==> config.mk <==
export PLATFORM = sky130hd
export DESIGN_NAME = alu_pipe_flat
export DESIGN_NICKNAME = d
export VERILOG_FILES = /design/src/rtl/alu_pipe_if.sv /design/src/rtl/alu_pipe.sv /design/src/flat_wrapper.sv
export SDC_FILE = /design/constraint.sdc
export NUM_CORES = 1
export LEC_CHECK = 0
export CORE_MARGIN = 3
export CORE_UTILIZATION = 40
export CTS_CLUSTER_SIZE = 14
export DETAILED_ROUTE_END_ITERATION = 7
export SYNTH_ARGS = -nofsm -noshare
export SYNTH_HDL_FRONTEND = slang
export SYNTH_SLANG_ARGS = --single-unit
==> constraint.sdc <==
create_clock -name clk -period 10 [get_ports clk]
set_clock_uncertainty 0.15 [all_clocks]
set_input_delay 2 -clock clk [delete_from_list [all_inputs] [get_ports clk]]
set_output_delay 2 -clock clk [all_outputs]
set_load 0.01 [all_outputs]
==> src/rtl/alu_pipe_if.sv <==
// alu_pipe_if -- request/response bundle for alu_pipe.
//   master : drives in_valid, a, b, ALUOp, out_ready; sees in_ready and results
//   slave  : the ALU side (alu_pipe)
//   in_valid/in_ready    : operation handshake (a, b, ALUOp qualified by in_valid)
//   out_valid/out_ready  : result handshake (Result, Zero, CarryOut, Overflow)
interface alu_pipe_if #(
  parameter int WIDTH = 64
);
  logic             in_valid;
  logic             in_ready;
  logic [WIDTH-1:0] a;
  logic [WIDTH-1:0] b;
  logic [3:0]       ALUOp;
  logic             out_valid;
  logic             out_ready;
  logic [WIDTH-1:0] Result;
  logic             Zero;
  logic             CarryOut;
  logic             Overflow;

  modport master (
    output in_valid, a, b, ALUOp, out_ready,
    input  in_ready, out_valid, Result, Zero, CarryOut, Overflow
  );

  modport slave (
    input  in_valid, a, b, ALUOp, out_ready,
    output in_ready, out_valid, Result, Zero, CarryOut, Overflow
  );
endinterface

==> src/rtl/alu_pipe.sv <==
// alu_pipe -- pipelined MIPS-style ALU with an iterative shift-add multiplier.
//   clk   : sole clock, rising edge
//   rst_n : asynchronous active-low reset
//   bus   : alu_pipe_if.slave (operation in, registered Result/flags out)
// ALUOp: [3]=Ainvert, [2]=Bnegate (also adder carry-in), [1:0]=AND/OR/ADD/SLT.
// ALUOp 4'b1111 is an unsigned multiply taking WIDTH cycles; other ops have
// one cycle of latency and full throughput.
module alu_pipe #(
  parameter int WIDTH = 64
) (
  input  logic       clk,
  input  logic       rst_n,
  alu_pipe_if.slave  bus
);

  localparam int CNT_W = $clog2(WIDTH) + 1;
  localparam logic [CNT_W-1:0] LAST = CNT_W'(WIDTH - 1);

  localparam logic [0:0] IDLE = 1'b0;
  localparam logic [0:0] MUL  = 1'b1;

  logic [0:0]        state;
  logic [CNT_W-1:0]  cnt;

  logic              vld_p0;
  logic signed [WIDTH-1:0] a_p0, b_p0;
  logic [3:0]        op_p0;

  logic              vld_p1;
  logic [WIDTH-1:0]  res_p1;
  logic              zero_p1, c_p1, v_p1;

  logic [WIDTH-1:0]  mcand, mplier, acc, acc_nxt;

  logic              out_free, accept, is_mul, mul_done;

  // The p0 stage advances exactly when the output register can take a new
  // value, so a stalled consumer stalls both stages together.
  assign out_free = !vld_p1 || bus.out_ready;
  assign bus.in_ready = (state == IDLE) && out_free;
  assign accept   = bus.in_valid && bus.in_ready;
  assign is_mul   = (bus.ALUOp == 4'b1111);
  // Last shift-add step; held off if an older result still occupies the output.
  assign mul_done = (state == MUL) && (cnt == LAST) && out_free;
  assign acc_nxt  = acc + (mplier[0] ? mcand : '0);

  assign bus.out_valid = vld_p1;
  assign bus.Result    = res_p1;
  assign bus.Zero      = zero_p1;
  assign bus.CarryOut  = c_p1;
  assign bus.Overflow  = v_p1;

  // ---- stage p0: operand capture ----
  always_ff @(posedge clk or negedge rst_n) begin
    if (!rst_n) begin
      vld_p0 <= 1'b0;
    end else if (out_free) begin
      vld_p0 <= accept && !is_mul;
    end
  end

  always_ff @(posedge clk) begin
    if (accept && !is_mul) begin
      a_p0  <= bus.a;
      b_p0  <= bus.b;
      op_p0 <= bus.ALUOp;
    end
  end

  // ---- multiplier FSM and iteration state ----
  always_ff @(posedge clk or negedge rst_n) begin
    if (!rst_n) begin
      state <= IDLE;
      cnt   <= '0;
    end else begin
      case (state)
        IDLE: begin
          if (accept && is_mul) begin
            state <= MUL;
            cnt   <= '0;
          end
        end
        default: begin
          if (cnt != LAST) begin
            cnt <= cnt + 1'b1;
          end else if (out_free) begin
            state <= IDLE;
            cnt   <= '0;
          end
        end
      endcase
    end
  end

  always_ff @(posedge clk) begin
    if (accept && is_mul) begin
      mcand  <= bus.a;
      mplier <= bus.b;
      acc    <= '0;
    end else if (state == MUL && cnt != LAST) begin
      acc    <= acc_nxt;
      mcand  <= mcand << 1;
      mplier <= mplier >> 1;
    end
  end

  // ALU evaluated on the captured p0 operands.
  logic signed [WIDTH-1:0] opa, opb, add_s;
  logic             add_c, add_v;
  logic [WIDTH-1:0] alu_res;
  logic             alu_c, alu_v;

  always_comb begin
    opa = op_p0[3] ? ~a_p0 : a_p0;
    opb = op_p0[2] ? ~b_p0 : b_p0;
    {add_c, add_s} = {1'b0, opa} + {1'b0, opb} + {{WIDTH{1'b0}}, op_p0[2]};
    // Signed overflow: operands agree in sign but the sum does not.
    add_v = (opa[WIDTH-1] == opb[WIDTH-1]) && (add_s[WIDTH-1] != opa[WIDTH-1]);
    alu_res = '0;
    alu_c   = 1'b0;
    alu_v   = 1'b0;
    case (op_p0[1:0])
      2'b00: alu_res = opa & opb;
      2'b01: alu_res = opa | opb;
      2'b10: begin
        alu_res = add_s;
        alu_c   = add_c;
        alu_v   = add_v;
      end
      default: begin
        alu_res = {{(WIDTH-1){1'b0}}, add_s[WIDTH-1] ^ add_v};
        alu_c   = add_c;
        alu_v   = add_v;
      end
    endcase
  end

  // ---- stage p1: registered result and flags ----
  always_ff @(posedge clk or negedge rst_n) begin
    if (!rst_n) begin
      vld_p1  <= 1'b0;
      res_p1  <= '0;
      zero_p1 <= 1'b0;
      c_p1    <= 1'b0;
      v_p1    <= 1'b0;
    end else if (vld_p0 && out_free) begin
      vld_p1  <= 1'b1;
      res_p1  <= alu_res;
      zero_p1 <= (alu_res == '0);
      c_p1    <= alu_c;
      v_p1    <= alu_v;
    end else if (mul_done) begin
      vld_p1  <= 1'b1;
      res_p1  <= acc_nxt;
      zero_p1 <= (acc_nxt == '0);
      c_p1    <= 1'b0;
      v_p1    <= 1'b0;
    end else if (vld_p1 && bus.out_ready) begin
      vld_p1  <= 1'b0;
    end
  end

endmodule

==> src/flat_wrapper.sv <==
// flat-port wrapper written by rule: the top's interface ports become plain ports
module alu_pipe_flat 
#(
  parameter int WIDTH = 64
)
  (clk, rst_n, bus_in_valid, bus_a, bus_b, bus_ALUOp, bus_out_ready, bus_in_ready, bus_out_valid, bus_Result, bus_Zero, bus_CarryOut, bus_Overflow);
  alu_pipe_if #(.WIDTH(WIDTH)) bus_i ();
  input  logic clk;
  input  logic rst_n;
  input wire logic [$bits(bus_i.in_valid)-1:0] bus_in_valid;
  input wire logic [$bits(bus_i.a)-1:0] bus_a;
  input wire logic [$bits(bus_i.b)-1:0] bus_b;
  input wire logic [$bits(bus_i.ALUOp)-1:0] bus_ALUOp;
  input wire logic [$bits(bus_i.out_ready)-1:0] bus_out_ready;
  output wire logic [$bits(bus_i.in_ready)-1:0] bus_in_ready;
  output wire logic [$bits(bus_i.out_valid)-1:0] bus_out_valid;
  output wire logic [$bits(bus_i.Result)-1:0] bus_Result;
  output wire logic [$bits(bus_i.Zero)-1:0] bus_Zero;
  output wire logic [$bits(bus_i.CarryOut)-1:0] bus_CarryOut;
  output wire logic [$bits(bus_i.Overflow)-1:0] bus_Overflow;
  assign bus_i.in_valid = bus_in_valid;
  assign bus_i.a = bus_a;
  assign bus_i.b = bus_b;
  assign bus_i.ALUOp = bus_ALUOp;
  assign bus_i.out_ready = bus_out_ready;
  assign bus_in_ready = bus_i.in_ready;
  assign bus_out_valid = bus_i.out_valid;
  assign bus_Result = bus_i.Result;
  assign bus_Zero = bus_i.Zero;
  assign bus_CarryOut = bus_i.CarryOut;
  assign bus_Overflow = bus_i.Overflow;
  alu_pipe #(.WIDTH(WIDTH)) u_core (.clk(clk), .rst_n(rst_n), .bus(bus_i));
endmodule
* Word level (Yosys, flattened, before mapping)
Cells that the tools add are included.
** Word-level totals
- Input port bits :: 136
- Register bits :: 401
** Cells by class
- Bitwise operators :: 6
- Mux-type cells :: 28
- $add $sub $neg :: 4
- Eq/ne operators :: 8
- Reductions and logical operators :: 22
** Operator list (number)
- $mux 64 :: 9
- $pmux 64 s3 :: 1
- $logic_not 64->1 :: 2
- $not 64->64 :: 2
- $add 64x64->65 :: 1
- $add 65x1->65 :: 1
- $add 64x64->64 :: 1
- $and 64x64->64 :: 1
- $or 64x64->64 :: 1
- $mux 7 :: 4
- $mux 1 :: 14
- $logic_and 1x1->1 :: 10
- $add 7x1->7 const B :: 1
- $eq 7x6->1 const B :: 1
- $ne 7x6->1 const B :: 1
- $reduce_bool 2->1 :: 3
- $eq 4x4->1 const B :: 1
- $ne 3x3->1 const B :: 1
- $reduce_bool 3->1 :: 1
- $eq 2x1->1 const B :: 1
- $eq 2x2->1 const B :: 1
- $logic_not 1->1 :: 2
- $logic_not 2->1 :: 1
- $reduce_and 2->1 :: 1
- other kinds (6) :: 6

* Longest topological paths before layout
Gate-level depths: netlist (run 1).
- Depth in word-level cells :: 10
- Gate-level depth with buffers :: 28
- Depth with buffers taken out :: 25

* Least setup slack after synthesis (run 1)
Ideal clock, no wire load.
- Path kind :: input-to-reg
- From :: input bus_out_ready
- To :: register u_core.a_p0[0] (enable)
- Arrival time :: 7.906 ns
- Path slack :: 1.319 ns
- Setup time :: 0.625 ns
- Cell stages on the path :: 4
- Buffers on the path :: 0
- Cell sequence :: nor2b_1 > nor2_1 > nand2_1 > nor2_1
** On the way
- Longest elaborated chain between the ends :: 4
** RTL lines
- start, declared :: line flat_wrapper.sv:14 : input wire logic [$bits(bus_i.out_ready)-1:0] bus_out_ready;
- $logic_or 1x1->1 :: line alu_pipe.sv:39 : assign out_free = !vld_p1 || bus.out_ready;
- $logic_and 1x1->1 :: line alu_pipe.sv:40 : assign bus.in_ready = (state == IDLE) && out_free;
- named net bus_in_ready :: line flat_wrapper.sv:15 : output wire logic [$bits(bus_i.in_ready)-1:0] bus_in_ready;
- $logic_and 1x1->1 :: line alu_pipe.sv:41 : assign accept = bus.in_valid && bus.in_ready;
- $logic_and 1x1->1 :: line alu_pipe.sv:63 : if (accept && !is_mul) begin
- end signal, assigned :: line alu_pipe.sv:64 : a_p0 <= bus.a;
- end, declared :: line alu_pipe.sv:26 : logic signed [WIDTH-1:0] a_p0, b_p0;
The timed path passes the listed nets, and every way through them passes these cells.
A chain may end at the register's enable or synchronous reset.

* Worst setup path after layout (run 1)
- From :: register u_core.op_p0[3]
- To :: register u_core.zero_p1, in the netlist u_core.bus.Zero
** On the way
- Longest elaborated chain between the ends :: 9
** RTL lines
- start, declared :: line alu_pipe.sv:27 : logic [3:0] op_p0;
- start signal, assigned :: line alu_pipe.sv:66 : op_p0 <= bus.ALUOp;
- $mux 64 * :: line alu_pipe.sv:114 : opa = op_p0[3] ? ~a_p0 : a_p0;
- $add 64x64->65 :: line alu_pipe.sv:116 : {add_c, add_s} = {1'b0, opa} + {1'b0, opb} + {{WIDTH{1'b0}}, op_p0[2]};
- $add 65x1->65 :: line alu_pipe.sv:116
- $ne 1x1->1 :: line alu_pipe.sv:118 : add_v = (opa[WIDTH-1] == opb[WIDTH-1]) && (add_s[WIDTH-1] != opa[WIDTH-1]);
- $logic_and 1x1->1 :: line alu_pipe.sv:118
- $xor 1x1->1 :: line alu_pipe.sv:131 : alu_res = {{(WIDTH-1){1'b0}}, add_s[WIDTH-1] ^ add_v};
- $pmux 64 s3 * :: line alu_pipe.sv:122 : case (op_p0[1:0])
- $logic_not 64->1 * :: line alu_pipe.sv:149 : zero_p1 <= (alu_res == '0);
- $mux 1 * :: line alu_pipe.sv:146 : end else if (vld_p0 && out_free) begin
- end signal, assigned :: line alu_pipe.sv:149
- end signal, assigned :: line alu_pipe.sv:155 : zero_p1 <= (acc_nxt == '0);
- end, declared :: line alu_pipe.sv:31 : logic zero_p1, c_p1, v_p1;
Mark *: on every way between the ends. The rest lies on a longest branch, timed or not.

==> impl_metrics.toml, run 1 <==
[timing]
finalHoldViolations = 0
setup_viol = 0
setup_tns_ns = 0
final.setup.worst_slack_ns = 1.955
slew_violations = 0
rsz0062_at_grt = "false"
finalCriticalPeriod_ns = 8.045
max_freq_mhz = 124.3
worst_pin_slew_ns = 1.181
fin_crit_sh_pct = 80.45
relSlewSlack_pct = 20.28

[floorplanning]
core_area_sq_um = 69190
die_h_microns = 271.6
die_x_microns = 271.6
rows = 96
ios = 205
start_util_pct = 40.78
dieArea_sq_um = 73750

[synthesis]
ys_warn_count = 0
ys_seq_elements = 401
syn_inst = 3297
synth_area_sq_um = 28210
synth.avg_cell_area_sq_um = 8.557
synthArstFlopShare_pct = 19.20
synth-seq-area-share_pct = 39.05
yosys_most_used_dff = "edfxtp_1"
yosysUniqueCellTypes = 90
synth-edff-count = 260
syn_nets = 3628

[worst_hold_path]
holdPathStages = 2
min-delay-path-class = "reg -> reg"
hp-start = "u_core.acc[43]"
min_to = "u_core.acc[43]"

[routing]
vias = 25390
wl_per_cell_microns = 22.91
drc = 0
firstDrtPassIters = 6
ant_nets = 0
drt_iter0_drc = 2340
drt-total-wl_microns = 100100
viasPerCell = 5.812

[global_route]
met2_usage_pct = 42.20
grt_use_met1_pct = 36.20
overflow = 0
grt_pass1_vias = 24230
grt_pass1_wl_microns = 150600
gr-max-usage-layer = "met2"
globalRouteMet3Util_pct = 3.845
grt_use_total_pct = 26.50
antenna_found_initial = 0
grt_max_degree = 133

[cts]
clk_pin_slew_ns = 0.06
cts_buffer_depth = 3
root_buffer = "clkbuf_16"
ctsHoldBuffers = 0
post-cts-setup-buffer-count = 0
cts_tree = "done"
clkLatencyLatePin_ns = 0.61
cts-resized-gates = 0
numClockSinks = 401
cts_max_level = 2
cts_inserted_buffers = 47

[finish]
layout_commonest_cell = "nand2_1"
mostFrequentLayoutCells = "631 x nand2_1, 260 x edfxtp_1, 252 x a21oi_1"
final_util_pct = 47.13
nets = 3727
syn_to_final_growth_pct = 15.58
layout-drive-gt1-share_pct = 4.221

[setup_path]
r2r-end = "u_core.bus.Zero"
critPathArrivalTime_ns = 8.43
critical_path_class = "reg -> reg"
ff2ff_setup_slack_ns = 1.95
crit_fanout = 54
cp.required_ns = 10.38
r2r_start = "u_core.op_p0[3]"
cp-start-kind = "flop"
rr_worst_depth = 26
cp-end-kind = "flop"

[run_status]
outcome = "completed"

[pwr]
powerDensity_nw_per_um2 = 336.2
peakVddDrop_v = 0.0001739
p_leak_uw = 0.01340

[place]
place_hpwl_microns = 75210
io_buffers = 204
place_ws_ns = 2.240
gp_congestion = 0.9701

[run]
max_cap_viol_count = 0
## how the worst max path moves through the flow
stage	startpoint	slack [ns]	to	cells past startpoint
after global routing	u_core.op_p0[3]	1.49	u_core.bus.Zero	26
after global placement	u_core.op_p0[3]	2.40	u_core.bus.Zero	26
final	u_core.op_p0[3]	1.95	u_core.bus.Zero	26
after floorplan	bus_out_ready	1.32	u_core.a_p0[0]	4
after detailed placement	u_core.op_p0[3]	2.24	u_core.bus.Zero	26
after CTS	u_core.op_p0[3]	2.22	u_core.bus.Zero	26
## metrics by stage
stage	instance area (sq um)	cells	hold slack (ns)	power, uW
final	32610	4369	0.3085	10960
after global routing	32600	4366	0.3333	11740
after CTS	32600	4366	0.3112	10930
after detailed placement	31040	4278	0.3009	9125
after global placement	31040	4278	0.2941	9111
after floorplan	28210	3297	0.2791	7063
## critical path, stage by stage, from the launching register on
cell	delay [ns]
edfxtp_1	0.72
buf_12	0.42
xor2_1	0.16
ha_1	0.50
nand4_1	0.27
nor3_1	0.36
nand2_1	0.19
o311ai_0	0.60
a22oi_1	0.13
o311ai_0	0.16
o221ai_1	0.24
o21ai_0	0.33
a21oi_1	0.14
nor2b_1	0.17
nor2_1	0.08
fa_1	0.46
mux4_2	0.51
a2111oi_0	0.33
nand3_1	0.13
nor4_1	0.18
and4b_1	0.23
nand4b_1	0.19
nor4_1	0.55
nand4_1	0.24
nor4_2	0.18
nand4_1	0.12
o21ai_1	0.13
## kinds of logic after synthesis
| family | count (synthesis) | synth area share [%] |
|---|---|---|
| and+or+nand+nor | 1245 | 20.13 |
| AOI/OAI and AO/OA | 870 | 20.05 |
| DFF | 401 | 39.05 |
| buffers and inverters | 357 | 4.825 |
| xor gates and xnor gates | 213 | 6.613 |
| adders and majority gates | 195 | 8.728 |
| muxes | 16 | 0.6120 |
## layout make-up
type | count | area (sq um)
fill | 6867 | 36580
multi-input combinational | 2539 | 15920
clock buffer | 61 | 1301
timing repair buffer | 235 | 2297
clock inverter | 27 | 255.2
sequential | 401 | 11020
antenna | 3 | 7.507
inverter | 172 | 650.6
tap | 931 | 1165
## sequential cells by signal (all words and copies together) (netlist names), 4 cells and up
name               cells
u_core.a_p0           64
u_core.acc            64
u_core.b_p0           64
u_core.bus.Result     64
u_core.mcand          64
u_core.mplier         64
u_core.cnt             7
u_core.op_p0           4
## cell usage after synthesis, drive strengths merged (15+ instances only)
cell type	number	share of area (%)
nand2	632	8.4
edfxtp	260	28
a21oi	252	4.5
o21ai	198	3.5
nor2	194	2.6
ha	192	8.5
inv	172	2.3
xor2	170	5.3
clkbuf	140	1.9
nand3	94	1.7
and2	79	1.8
dfrtp	77	6.8
a211oi	75	2.1
nand4	69	1.6
dfxtp	64	4.5
nor3	50	0.89
a21o	47	1.3
buf	45	0.67
xnor2	43	1.3
a31oi	27	0.60
o21bai	27	0.73
o211ai	24	0.64
a221o	21	0.75
o221ai	21	0.65
o21a	20	0.53
o31ai	20	0.58
or3	18	0.40
nor4	17	0.50
mux2i	15	0.53
nand2b	15	0.33
## where the power goes
part / internal (uW) / switching [uW] / leakage, uW
Sequential: 2590 / 436 / 0.00402
Combinational: 2250 / 3940 / 0.00862
Clock: 1000 / 750 / 0.000764
Total: 5840 / 5120 / 0.0134
## layer usage
metal | vias to the layer above | wire length, microns
met2 | 954 | 44970
met3 | 159 | 6842
met1 | 12260 | 43800
met4 | 0 | 4473
li1 | 12020 | -
met5 | - | 0
Power figures use the tool's default switching activity.
==> run 2: changes to the inputs <==
==> constraint.sdc (replaced) <==
create_clock -name clk -period 7.44 [get_ports clk]
set_clock_uncertainty 0.15 [all_clocks]
set_input_delay 1.488 -clock clk [delete_from_list [all_inputs] [get_ports clk]]
set_output_delay 1.488 -clock clk [all_outputs]
set_load 0.01 [all_outputs]
==> run 2 against run 1 <==
Compared with the run above: first-iteration DRC count rose by 10%; final cell count rose by 0.76%; via count barely moved; sequential power rose by 35%; routed wire length rose by 2.4%; final area rose by 1.1%; combinational power rose by 37%; non-clock buffer count rose by 38; maximum frequency rose by 15%; die area did not move; largest cell class unchanged.
==> impl_metrics.toml, run 2 (synthesized netlist as in run 1, its figures left out) <==
[cts]
numClockSinks = 401
cts_inserted_buffers = 46
cts_max_level = 2
cts_tree = "done"
clk_pin_slew_ns = 0.06
cts_buffer_depth = 3
root_buffer = "clkbuf_16"
ctsHoldBuffers = 0
clkLatencyLatePin_ns = 0.59

[routing]
drc = 0
viasPerCell = 5.765
drt-total-wl_microns = 102500
vias = 25380
wl_per_cell_microns = 23.28
ant_nets = 0
firstDrtPassIters = 6
drt_iter0_drc = 2582

[pwr]
switching_power_uw = 6977
report.power.total_uw = 14950
p_int_uw = 7975
power_frac_clock_pct = 16.1
p_comb_share_pct = 56.7
peakVddDrop_v = 0.0002805
power_frac_seq_pct = 27.2
powerDensity_nw_per_um2 = 453.6
p_leak_uw = 0.01357
switching_share_pct = 46.66

[timing]
setup_tns_ns = 0
worst_pin_slew_ns = 1.438
slew_violations = 0
relSlewSlack_pct = 3.930
finalCriticalPeriod_ns = 6.991
max_freq_mhz = 143.0
finalHoldViolations = 0
setup_viol = 0
fin_crit_sh_pct = 93.96
rsz0062_at_grt = "false"
hold_ws_ns = 0.3108

[worst_hold_path]
holdPathStages = 2
min-delay-path-class = "reg -> reg"

[setup_path]
path_depth = 26
cp.required_ns = 7.81
cp-start-kind = "flop"
critical_path_class = "reg -> reg"
crit_fanout = 28
rr_worst_depth = 26
crit_family = "simple AND/OR/NAND/NOR gates"
crit_slowest_cell = "mux4_2"
crit_buf_inv = 2
cp-end-kind = "flop"
critPathArrivalTime_ns = 7.36
cpPeakStageDelay_ns = 0.52

[global_route]
overflow = 0
grt_use_total_pct = 27.08
grt_pass1_vias = 24360
grt_pass1_wl_microns = 152500
grt_max_degree = 133
antenna_found_initial = 3

[finish]
layout-drive-gt1-share_pct = 5.476
mostFrequentLayoutCells = "631 x nand2_1, 260 x edfxtp_1, 252 x a21oi_1"
final_util_pct = 47.64
nets = 3764
layout_commonest_cell = "nand2_1"
syn_to_final_growth_pct = 16.84

[place]
io_buffers = 204
place_hpwl_microns = 77610
gp_congestion = 0.9835

[floorplanning]
core_area_sq_um = 69190
ios = 205
start_util_pct = 40.78
die_x_microns = 271.6
die_h_microns = 271.6
rows = 96
dieArea_sq_um = 73750

[run]
max_cap_viol_count = 0

[run_status]
outcome = "completed"
[run 2: changes by cell type in the layout (fill, tap and decap cells not counted), moves of 3 or more]
cell	before	now
buf_4	30	66
bufinv_16	3	7
clkinvlp_4	0	5
clkinv_1	11	6
clkbuf_16	49	46
[run 2: what timing repair did]
| action | CTS | global route |
|---|---|---|
| setup endpoints to repair | 0 | 1 |
| buffers inserted | 0 | 3 |
| gates resized for setup | 0 | 11 |
[run 2: worst paths after layout]
check / to / from / slack (ns)
worst max-delay path: u_core.bus.Zero / u_core.op_p0[3] / 0.45
min in group asynchronous: u_core.bus.Result[41] / rst_n / 0.68
worst max register to register: u_core.bus.Zero / u_core.op_p0[3] / 0.45
max in group asynchronous: u_core.bus.Result[11] / rst_n / 5.39
worst min register to register: u_core.acc[59] / u_core.acc[59] / 0.31
worst min-delay path: u_core.acc[59] / u_core.acc[59] / 0.31
[run 2: area by class of cell]
cell class,count,area (sq um)
multi-input cells,2539,15960
well taps,931,1165
fillers,6865,36220
repair buffers,273,2608
diodes,1,2.502
clock inverters,27,352.8
clock buffers,58,1206
inverters,172,650.6
flip-flops and latches,401,11020
[run 2: per-stage QoR]
stage	cells	worst slack (ns)	area [sq um]
finish	4402	0.4493	32960
global route	4401	0.009271	32960
CTS	4398	0.09153	32890
detailed placement	4313	0.1643	31330
global placement	4313	0.3691	31330
floorplan	3297	0.9477	28210
[run 2: per-layer routing]
metal / vias to the layer above / share of wire, % / GRT usage, %
met2: 935 / 44 / 42.37
met3: 195 / 6.7 / 4.384
met5: - / 0 / 0
met4: 0 / 5.3 / 12.72
met1: 12160 / 44 / 36.65
li1: 12090 / - / -
[run 2: worst reg2reg max path, stage by stage (launching register included)]
cell	delay, ns
edfxtp_1	0.41
buf_12	0.20
buf_12	0.20
xor2_1	0.20
ha_1	0.41
nand4_1	0.32
nor4_2	0.39
o31a_1	0.24
nor2_1	0.11
o311ai_0	0.39
o221ai_1	0.25
o21ai_1	0.25
a21oi_1	0.11
nor2b_1	0.11
nor2_1	0.06
fa_1	0.46
mux4_2	0.53
a2111oi_0	0.33
nand3_1	0.13
nor4_1	0.26
and4b_1	0.24
nand4b_1	0.17
nor4_2	0.36
nand4_1	0.21
nor4_2	0.18
nand4_1	0.12
o21ai_1	0.13
[run 2: power by group through the flow]
stage	sequential [uW]	clock, uW	combinational [uW]
finish	4070	2400	8480
detailed placement	4100	0	8330
global route	4160	2540	9330
floorplan	3950	0	5530
CTS	4060	2450	8390
global placement	4090	0	8310
